## config.mk

```make
export PLATFORM = sky130hd
export DESIGN_NAME = ofdm_frame_sched
export DESIGN_NICKNAME = d
export VERILOG_FILES = /design/src/rtl/ofdm_frame_sched.sv
export SDC_FILE = /design/constraint.sdc
export NUM_CORES = 2
export LEC_CHECK = 0
export CORE_MARGIN = 5
export CORE_UTILIZATION = 59
export CTS_BUF_LIST = sky130_fd_sc_hd__clkbuf_8
export CTS_CLUSTER_DIAMETER = 50
export DETAILED_ROUTE_END_ITERATION = 7
export PLACE_DENSITY_LB_ADDON = 0.08
export SETUP_SLACK_MARGIN = 0.1
export SYNTH_ARGS = -nofsm -noshare
export SYNTH_HDL_FRONTEND = slang
export SYNTH_SLANG_ARGS = --single-unit
```

## constraint.sdc

```tcl
create_clock -name clk -period 4.6 [get_ports clk]
set_input_delay 0.92 -clock clk [delete_from_list [all_inputs] [get_ports clk]]
set_output_delay 0.92 -clock clk [all_outputs]
set_load 0.03 [all_outputs]
```

## src/rtl/ofdm_frame_sched.sv

```systemverilog
// ofdm_frame_sched
//   Packs mapped 16QAM symbols into Hermitian-symmetric NFFT-point frames for
//   an IFFT core. Two half-frame banks ping-pong: one fills from the mapper
//   while the other streams out, so the IFFT output is real-valued.
//
//   Frame order (H = NFFT/2, m = NFFT-k):
//     k = 0        -> (I0, 0)
//     1 <= k < H   -> (Ik, Qk)
//     k = H        -> (Q0, 0)
//     k > H        -> (Im, -Qm)   negation saturates
//
//   Optional build macro HERM_DC_NULL_EN: only H-1 symbols per frame are
//   taken (stored as X1..X(H-1)) and bins k=0 and k=H carry (0,0).
//
// Ports
//   clk, reset        single clock, synchronous active-high reset
//   sym_valid/ready   mapper handshake; sym_i/sym_q carry the symbol
//   sink_valid/ready  FFT sink handshake; sink_sop/eop mark k=0 / k=NFFT-1
//   sink_real/imag    output sample
//   frame_done        high during the cycle the eop transfer happens
//
// Handshakes: a transfer happens on a rising edge where valid && ready are
// both high. A source holds its payload stable while valid && !ready, and
// ready is never used when valid is low.
module ofdm_frame_sched #(
    parameter int DW   = 8,
    parameter int NFFT = 128
) (
    input  logic          clk,
    input  logic          reset,
    input  logic          sym_valid,
    output logic          sym_ready,
    input  logic [DW-1:0] sym_i,
    input  logic [DW-1:0] sym_q,
    input  logic          sink_ready,
    output logic          sink_valid,
    output logic          sink_sop,
    output logic          sink_eop,
    output logic [DW-1:0] sink_real,
    output logic [DW-1:0] sink_imag,
    output logic          frame_done
);
    localparam int H  = NFFT / 2;
    localparam int AW = $clog2(H);
    localparam int KW = $clog2(NFFT);
`ifdef HERM_DC_NULL_EN
    localparam logic [AW-1:0] WR_FIRST = AW'(1);
`else
    localparam logic [AW-1:0] WR_FIRST = AW'(0);
`endif
    localparam logic [AW-1:0] WR_LAST  = AW'(H - 1);
    localparam logic [DW-1:0] MIN_VAL  = {1'b1, {(DW-1){1'b0}}};
    localparam logic [DW-1:0] MAX_VAL  = {1'b0, {(DW-1){1'b1}}};

    typedef enum logic [1:0] {S_IDLE, S_LOAD, S_STREAM} state_t;

    logic [DW-1:0] mem_i [2][H];
    logic [DW-1:0] mem_q [2][H];

    // ---------------- write side ----------------
    logic [1:0]    full;
    logic          wr_bank;
    logic [AW-1:0] wr_idx;
    logic          run;      // low only in the cycle after reset
    logic          accept;
    logic          fill;
    logic          free;
    logic          rd_bank;

    assign sym_ready = run && !full[wr_bank];
    assign accept    = sym_valid && sym_ready;
    assign fill      = accept && (wr_idx == WR_LAST);

    always_ff @(posedge clk) begin
        if (reset) begin
            full    <= 2'b00;
            wr_bank <= 1'b0;
            wr_idx  <= WR_FIRST;
            run     <= 1'b0;
        end else begin
            run <= 1'b1;
            if (accept) begin
                if (fill) begin
                    wr_idx  <= WR_FIRST;
                    wr_bank <= ~wr_bank;
                end else begin
                    wr_idx <= wr_idx + 1'b1;
                end
            end
            // The filled bank and the freed bank are never the same bank,
            // so a same-cycle fill and free both land.
            if (fill) full[wr_bank] <= 1'b1;
            if (free) full[rd_bank] <= 1'b0;
        end
    end

    always_ff @(posedge clk) begin
        if (accept) begin
            mem_i[wr_bank][wr_idx] <= sym_i;
            mem_q[wr_bank][wr_idx] <= sym_q;
        end
    end

    // ---------------- sample lookup ----------------
    state_t        state, state_n;
    logic [KW-1:0] k, k_n;
    logic [KW-1:0] smp_k;
    logic [KW-1:0] mirror;
    logic [AW-1:0] addr;
    logic [DW-1:0] rd_i, rd_q;
    logic [DW-1:0] smp_re, smp_im;

    // LOAD fetches k=0; STREAM prefetches the sample after the current one.
    assign smp_k  = (state == S_STREAM) ? k + 1'b1 : '0;
    assign mirror = -smp_k;
    // Upper half mirrors to NFFT-k; k=H maps to index 0 through truncation.
    assign addr   = smp_k[KW-1] ? mirror[AW-1:0] : smp_k[AW-1:0];
    assign rd_i   = mem_i[rd_bank][addr];
    assign rd_q   = mem_q[rd_bank][addr];

    always_comb begin
        smp_re = rd_i;
        smp_im = rd_q;
        if (smp_k == '0) begin
`ifdef HERM_DC_NULL_EN
            smp_re = '0;
`else
            smp_re = rd_i;
`endif
            smp_im = '0;
        end else if (smp_k == KW'(H)) begin
`ifdef HERM_DC_NULL_EN
            smp_re = '0;
`else
            smp_re = rd_q;
`endif
            smp_im = '0;
        end else if (smp_k[KW-1]) begin
            smp_im = (rd_q == MIN_VAL) ? MAX_VAL : -rd_q;
        end
    end

    // ---------------- read FSM ----------------
    logic          rd_bank_n;
    logic          valid_n, sop_n, eop_n;
    logic [DW-1:0] real_n, imag_n;
    logic          other_full;

    // Count a fill landing this very cycle so back-to-back frames keep one gap.
    assign other_full = full[~rd_bank] || (fill && (wr_bank != rd_bank));

    always_comb begin
        state_n   = state;
        k_n       = k;
        rd_bank_n = rd_bank;
        valid_n   = sink_valid;
        sop_n     = sink_sop;
        eop_n     = sink_eop;
        real_n    = sink_real;
        imag_n    = sink_imag;
        free      = 1'b0;
        case (state)
            S_IDLE: begin
                if (full[rd_bank]) state_n = S_LOAD;
            end
            S_LOAD: begin
                state_n = S_STREAM;
                k_n     = '0;
                valid_n = 1'b1;
                sop_n   = 1'b1;
                eop_n   = 1'b0;
                real_n  = smp_re;
                imag_n  = smp_im;
            end
            S_STREAM: begin
                if (sink_ready) begin
                    if (k == KW'(NFFT - 1)) begin
                        free      = 1'b1;
                        rd_bank_n = ~rd_bank;
                        state_n   = other_full ? S_LOAD : S_IDLE;
                        valid_n   = 1'b0;
                        sop_n     = 1'b0;
                        eop_n     = 1'b0;
                        real_n    = '0;
                        imag_n    = '0;
                    end else begin
                        k_n    = k + 1'b1;
                        sop_n  = 1'b0;
                        eop_n  = (k == KW'(NFFT - 2));
                        real_n = smp_re;
                        imag_n = smp_im;
                    end
                end
            end
            default: state_n = S_IDLE;
        endcase
    end

    always_ff @(posedge clk) begin
        if (reset) begin
            state      <= S_IDLE;
            k          <= '0;
            rd_bank    <= 1'b0;
            sink_valid <= 1'b0;
            sink_sop   <= 1'b0;
            sink_eop   <= 1'b0;
            sink_real  <= '0;
            sink_imag  <= '0;
        end else begin
            state      <= state_n;
            k          <= k_n;
            rd_bank    <= rd_bank_n;
            sink_valid <= valid_n;
            sink_sop   <= sop_n;
            sink_eop   <= eop_n;
            sink_real  <= real_n;
            sink_imag  <= imag_n;
        end
    end

    assign frame_done = sink_valid && sink_ready && sink_eop;

endmodule

```

Yosys cells after proc, flatten, opt, wreduce, memory -nomap -nowiden:

Memories as Yosys holds them, arrays and structs flattened. A register that Yosys moved wholly into a read port is not among the register bits.
Cells that the tools add are included.

* shift operators: 0
* reduce and logical (&&, ||, !) cells: 20
* bitwise operators: 7
* $lt $le $gt $ge: 8
* multiply operators: 0
* $add $sub $neg: 4
* equality and inequality tests: 12
* div/mod/pow operators: 0
* muxes and demuxes: 62

Operators with widths (count)
* 512-bit two-way mux: 1
* 8-bit two-way mux: 15
* 8-bit binary-select mux with 6-bit select: 2
* 8-bit demux with 6-bit select: 1
* 8-bit one-hot mux with 2 select lines: 2
* 1-bit two-way mux: 23
* 7-bit equality test (second input constant): 3
* 7-bit two-way mux: 3
* 7-bit greater-or-equal comparator (second input constant): 2
* 6-bit NOT with 7-bit output: 2
* 7-bit one-hot mux with 2 select lines: 1
* 2-bit two-way mux: 6
* 6-bit two-way mux: 2
* 3-bit AND reduction: 4
* 1-bit logical AND: 9
* 8-bit equality test (second input constant): 1
* 8-bit negator: 1
* 7-bit by 1-bit adder with 7-bit output (second input constant): 1
* 7-bit logical NOT: 1
* 7-bit by 1-bit less-than comparator with 1-bit output (second input constant): 1
* 6-bit by 1-bit adder with 6-bit output (second input constant): 1
* 6-bit equality test (second input constant): 1
* 1-bit by 2-bit less-than comparator with 1-bit output (second input constant): 3
* 2-bit inequality test (second input constant): 3
* other kinds (18): 24

* bits in writable memories: 2048
* memories: 2
* flip-flop bits (word level): 39
* ROM bits: 0
* bits of input ports: 20
* output and inout port bits: 21
* bits in latches: 0
* word-level logic and storage cells: 127

Memory list
* mem_i: words 2, width 512, rd ports 1, clocked after Yosys merged registers in 1, write ports 1, line 57 `logic [DW-1:0] mem_i [2][H];`
* mem_q: words 2, width 512, rd ports 1, clocked after Yosys merged registers in 1, write ports 1, line 58 `logic [DW-1:0] mem_q [2][H];`

Logic depth before layout (Yosys ltp):

* depth in word-level cells: 16
* gate-level depth with buffers: 27
* depth with buffers taken out: 18

Worst setup path before layout:

No wires, ideal clock.

* kind: reg-to-reg
* from: register state[0]
* to: register sink_imag[6]
* stages on the path, launching flop included: 25
* clock period less this slack: 4.979 ns
* setup slack: -0.379 ns
* data required time: 4.529 ns
* setup time: 0.071 ns
* data arrival time: 4.908 ns
* cells stage by stage: dfxtp_1 nand2b_1 buf_4 nor2_4 buf_4 inv_2 clkbuf_1 clkbuf_1 clkbuf_1 ha_1 nand3b_1 or4_1 nand4_1 buf_6 buf_12 buf_6 mux2_1 o22ai_1 o32ai_1 nor4_4 ha_1 nand3_2 o31a_1 a211o_1 a21oi_1

* longest elaborated chain between the ends: 16

RTL lines
* start: declaration: line 105 `state_t state, state_n;`
* start signal: assignment: line 210 `state <= state_n;`
* 2-bit equality test: line 114, 162
* 7-bit two-way mux: line 114 `assign smp_k = (state == S_STREAM) ? k + 1'b1 : '0;`
* 6-bit negator: line 115 `assign mirror = -smp_k;`
* 6-bit two-way mux: line 117 `assign addr = smp_k[KW-1] ? mirror[AW-1:0] : smp_k[AW-1:0];`
* 6-bit NOT with 7-bit output (not written as such): line 119 `assign rd_q = mem_q[rd_bank][addr];`
* 8-bit binary-select mux with 6-bit select: line 119
* 8-bit two-way mux (not written as such) (2 in a row): line 119
* 8-bit negator or 8-bit equality test (tied branches): line 139 `smp_im = (rd_q == MIN_VAL) ? MAX_VAL : -rd_q;`
* 8-bit two-way mux: line 139
* 8-bit two-way mux: line 138 `end else if (smp_k[KW-1]) begin`
* 8-bit two-way mux: line 131 `end else if (smp_k == KW'(H)) begin`
* 8-bit two-way mux: line 124 `if (smp_k == '0) begin`
* 8-bit two-way mux: line 177 `if (k == KW'(NFFT - 1)) begin`
* 8-bit two-way mux: line 176 `if (sink_ready) begin`
* 8-bit one-hot mux with 2 select lines: line 162 `case (state)`
* end signal: assignment: line 217 `sink_imag <= imag_n;`
* end: declaration: line 40 `output logic [DW-1:0] sink_imag,`

Several ways; a longest one is shown, not always the timed one. The select of a mux whose other input is x is not followed.
A chain may end at the register's enable or synchronous reset.

Final worst setup path:

* from: register k[0]
* to: register sink_imag[6]

* longest elaborated chain between the ends: 16

RTL lines
* start: declaration: line 106 `logic [KW-1:0] k, k_n;`
* start signal: assignment: line 211 `k <= k_n;`
* 7-bit by 1-bit adder with 7-bit output: line 114
* 7-bit two-way mux: line 114
* 6-bit negator: line 115
* 6-bit two-way mux: line 117
* 6-bit NOT with 7-bit output (not written as such): line 119
* 8-bit binary-select mux with 6-bit select: line 119
* 8-bit two-way mux (not written as such) (2 in a row): line 119
* 8-bit negator or 8-bit equality test (tied branches): line 139
* 8-bit two-way mux: line 139
* 8-bit two-way mux: line 138
* 8-bit two-way mux: line 131
* 8-bit two-way mux: line 124
* 8-bit two-way mux: line 177
* 8-bit two-way mux: line 176
* 8-bit one-hot mux with 2 select lines (*): line 162

Mark *: on every way between the ends. The rest lies on a longest branch, timed or not. The select of a mux whose other input is x is not followed.

==> results by group <==
Placement
  • Placed cell count: 6076
  • Placer congestion estimate: approximately 0.96
  • IO Port Bufs: 40
  • HPWL after DPL: 138 mm

Floorplanning
  • Die X: about 380 um
  • Die Y: 383 um
  • IO Pins: 41
  • Total die area: about 150000 um^2
  • Initial Util: 0.591
  • Core area: 139000 um^2
  • Std-Cell Rows: ~140

STA
  • Tmin final: roughly 4600 ps
  • Final Skew: 84.1 ps
  • Pins Over Slew Limit: 0
  • Worst hold margin: 219 ps
  • Worst-Margin Slew: approximately 1300 ps
  • Final setup violation count: 1
  • Fin crit share: 1.00
  • Slew margin rel.: 0.150
  • Min setup slack post-route: -6.68 ps
  • Hold Fails Final Rpt: 0
  • RSZ-0062 raised after global routing: true
  • Setup TNS Final: -6.68 ps
  • Fmax: ~220 MHz

Synth
  • Avg Cell Area, Syn: 20.5 um^2
  • Post-synth cell types: 101
  • Synth Instances: 4004
  • Post-Syn Area: 82200 um^2
  • Synth Flop Type: edfxtp_1
  • Post-synth ARST share: 0
  • Sequential share of the synthesized area: 0.758
  • Syn Nets: 4029
  • YS warnings: 0
  • Post-synth EDFFs: 2048
  • Flops & latches, synth: ~2100

Finish
  • Final Util: 0.676
  • Proportion of layout cells with a drive suffix above 1: 0.311
  • Synthesis-to-finish area growth: 14.2%
  • Final #Nets: 4617
  • Non-filler instance count after layout: 6702

Critical path
  • Crit path required time: between 5000 and 6000 ps
  • CP Capture Point: sink_imag[6]
  • Crit path capture type: flip-flop
  • Worst Reg2Reg Path Length in Cells: 22
  • FF-to-FF Start: k[0]
  • CP Class: reg -> reg
  • Crit Path Max Fanout: 6
  • Startpoint Class: flip-flop
  • FF-to-FF setup slack: -7 ps
  • FF-to-FF End: sink_imag[6]
  • Critical Path AT: approximately 5500 ps
  • CP startpoint: k[0]

Clocking
  • CTS root buffer: clkbuf_8
  • Clk slew on worst S/H paths: 60 ps
  • CTS Buffer Depth: 4
  • Clock Latency Late Sink: 1030 ps
  • CTS tree: done
  • Num CTS Buffers: 344
  • Sink Count: 2088
  • H-tree lvl count: 5

Pwr
  • Leakage: 30.1 nW
  • Peak VDD IR: 306 uV
  • PD cells: 380 nW/um^2

Route
  • Total Wirelength: 223 mm
  • Drt wl/cell: 33.3 um
  • Drt drc: 0
  • Number of iterations in the first detailed-routing pass: 6
  • DRT antenna net count: 0
  • Via/cell ratio: 6.48
  • Initial DRC Count: 5806
  • Vias: 43500

Hold path
  • Worst Hold Class: in -> reg

Global routing
  • Grt ovf: 0
  • Initial antenna violation count: 12
  • Gr usage total: 0.306
  • Largest net degree at the start of global routing: 129
  • Number of global-route vias before repair: 42800
  • First-pass GRT wire length: 316 mm

Outcome
  • Failing checks: setup timing
  • Status: complete, but fails checks

Flow run
  • Maxcap violations: 0
-- how the worst min path moves through the flow --
stage,from,endpoint,slack [ps],depth (start not counted)
finish,sym_i[5],mem_i[0][325],220,1
global route,sym_i[5],mem_i[0][325],170,1
global placement,wr_idx[1],wr_idx[1],540,2
detailed placement,wr_idx[1],wr_idx[1],550,2
CTS,sym_i[5],mem_i[0][325],130,1
floorplan,wr_idx[1],wr_idx[1],500,2
-- cell usage in the layout (no fill, tap or decap), types with 29 or more instances in the layout --
| master | n |
|---|---|
| buf_12 | 43 |
| nand2_1 | 285 |
| dfxtp_1 | 38 |
| nor2_1 | 164 |
| a21oi_1 | 31 |
| nor2_2 | 29 |
| nand3_1 | 162 |
| mux4_2 | 502 |
| clkinv_1 | 81 |
| edfxtp_1 | 2048 |
| mux2i_1 | 109 |
| clkbuf_8 | 354 |
| inv_1 | 109 |
| buf_4 | 381 |
| and3_1 | 32 |
-- registers in the layout, summed over array words and instances (netlist names), 2 cells and up, named ones only --
register and flops:
state 2, k 7, full 2, mem_i 1024, wr_idx 6, mem_q 1024
sink_imag 8, sink_real 8
-- routing by layer --
layer | share of wire | GRT usage
met1 | 0.41 | 0.461
met2 | 0.46 | 0.454
met3 | 0.11 | 0.0764
met4 | 0.028 | 0.0898
met5 | 0.00021 | 0
-- per-stage QoR --
step                power [mW]  worst slack (ps)  cell area, um^2
floorplan                 21.4              56.0            82300
global placement          21.7              -328            87000
detailed placement        21.8              -403            87000
CTS                       35.9              88.2            93200
global route              36.9              -107            93900
finish                    35.6             -6.68            93900
-- power by group --
| group | internal, mW | total, mW | leakage, nW | switching (mW) |
|---|---|---|---|---|
| clock network | 7.29 | 14.3 | 3.40 | 6.98 |
| registers | 20.9 | 20.9 | 18.7 | 0.00420 |
| logic | 0.0684 | 0.476 | 8.01 | 0.408 |
-- area by class of cell --
class / instances / area [um^2]
multi-input cells: 1683 / 19000
fillers: 9044 / 45100
repair buffers: 467 / 4360
inverters: 8 / 32.5
flip-flops and latches: 2088 / 62300
clock buffers: 354 / 4870
well taps: 1876 / 2350
diodes: 2 / 5.00
clock inverters: 224 / 1010
-- cells in the mapped netlist (6+ instances only) --
library cell  instances  share of area
nand4_1               9        0.00068
buf_4                52         0.0047
mux2i_1             123          0.015
and2_1                8        0.00061
buf_2                81         0.0049
nor3_1               18         0.0011
buf_6                16         0.0022
clkbuf_1             49         0.0022
a311oi_1             13         0.0014
a211oi_1             25         0.0023
a21oi_1              34         0.0021
buf_12                9         0.0022
a311o_1               6        0.00073
o211ai_1              8        0.00073
mux4_2              502           0.14
o21ai_1              11        0.00067
dfxtp_1              40         0.0097
nor2_1              195         0.0089
nand2_1             288          0.013
nand3_1             169          0.010
nand3b_1              6        0.00055
a221oi_1              8        0.00085
o21ai_0              22         0.0013
a31o_2                7        0.00075
a31oi_1              11        0.00084
edfxtp_1           2048           0.75
buf_1                11        0.00050
nor2b_1              17         0.0013
and3_1               32         0.0024
o22ai_1              17         0.0013
mux2_2               25         0.0034
-- critical path, stage by stage (launching register included) --
cell and delay, ps:
dfxtp_2 330, inv_2 50, ha_4 240, nor3b_4 240, inv_2 90, ha_4 280, nand3b_1 90, or4_1 420
nand4_1 150, buf_4 140, buf_12 140, buf_8 150, buf_12 130, mux2i_4 270, nand3_1 100, nand4_1 270
o32ai_2 160, nor4_4 360, ha_4 200, nand3_4 100, o31a_1 250, a211o_1 240, a21oi_2 130
-- cell families (layout without fill, tap and decap cells) --
group,count (synthesis),in the layout,share of synthesized area
flip-flops,2088,2088,0.758
adder cells (fa/ha/maj),5,5,0.000761
buffers and inverters,233,1053,0.0181
other,0,2,0
multiplexers,659,659,0.158
AO/OA/AOI/OAI,223,223,0.0200
AND/OR/NAND/NOR,783,783,0.0436
XOR/XNOR,13,13,0.00180
-- repair_timing --
item | 4_1_cts | 5_1_grt
hold buffers | 0 | 0
endpoints found under the hold margin | 0 | 0
pin swaps | 4 | 29
resized for setup | 35 | 77
gates cloned | 3 | 3
setup endpoints to repair | 12 | 16
setup buffers | 4 | 36
(Power assumes the default switching activity.)
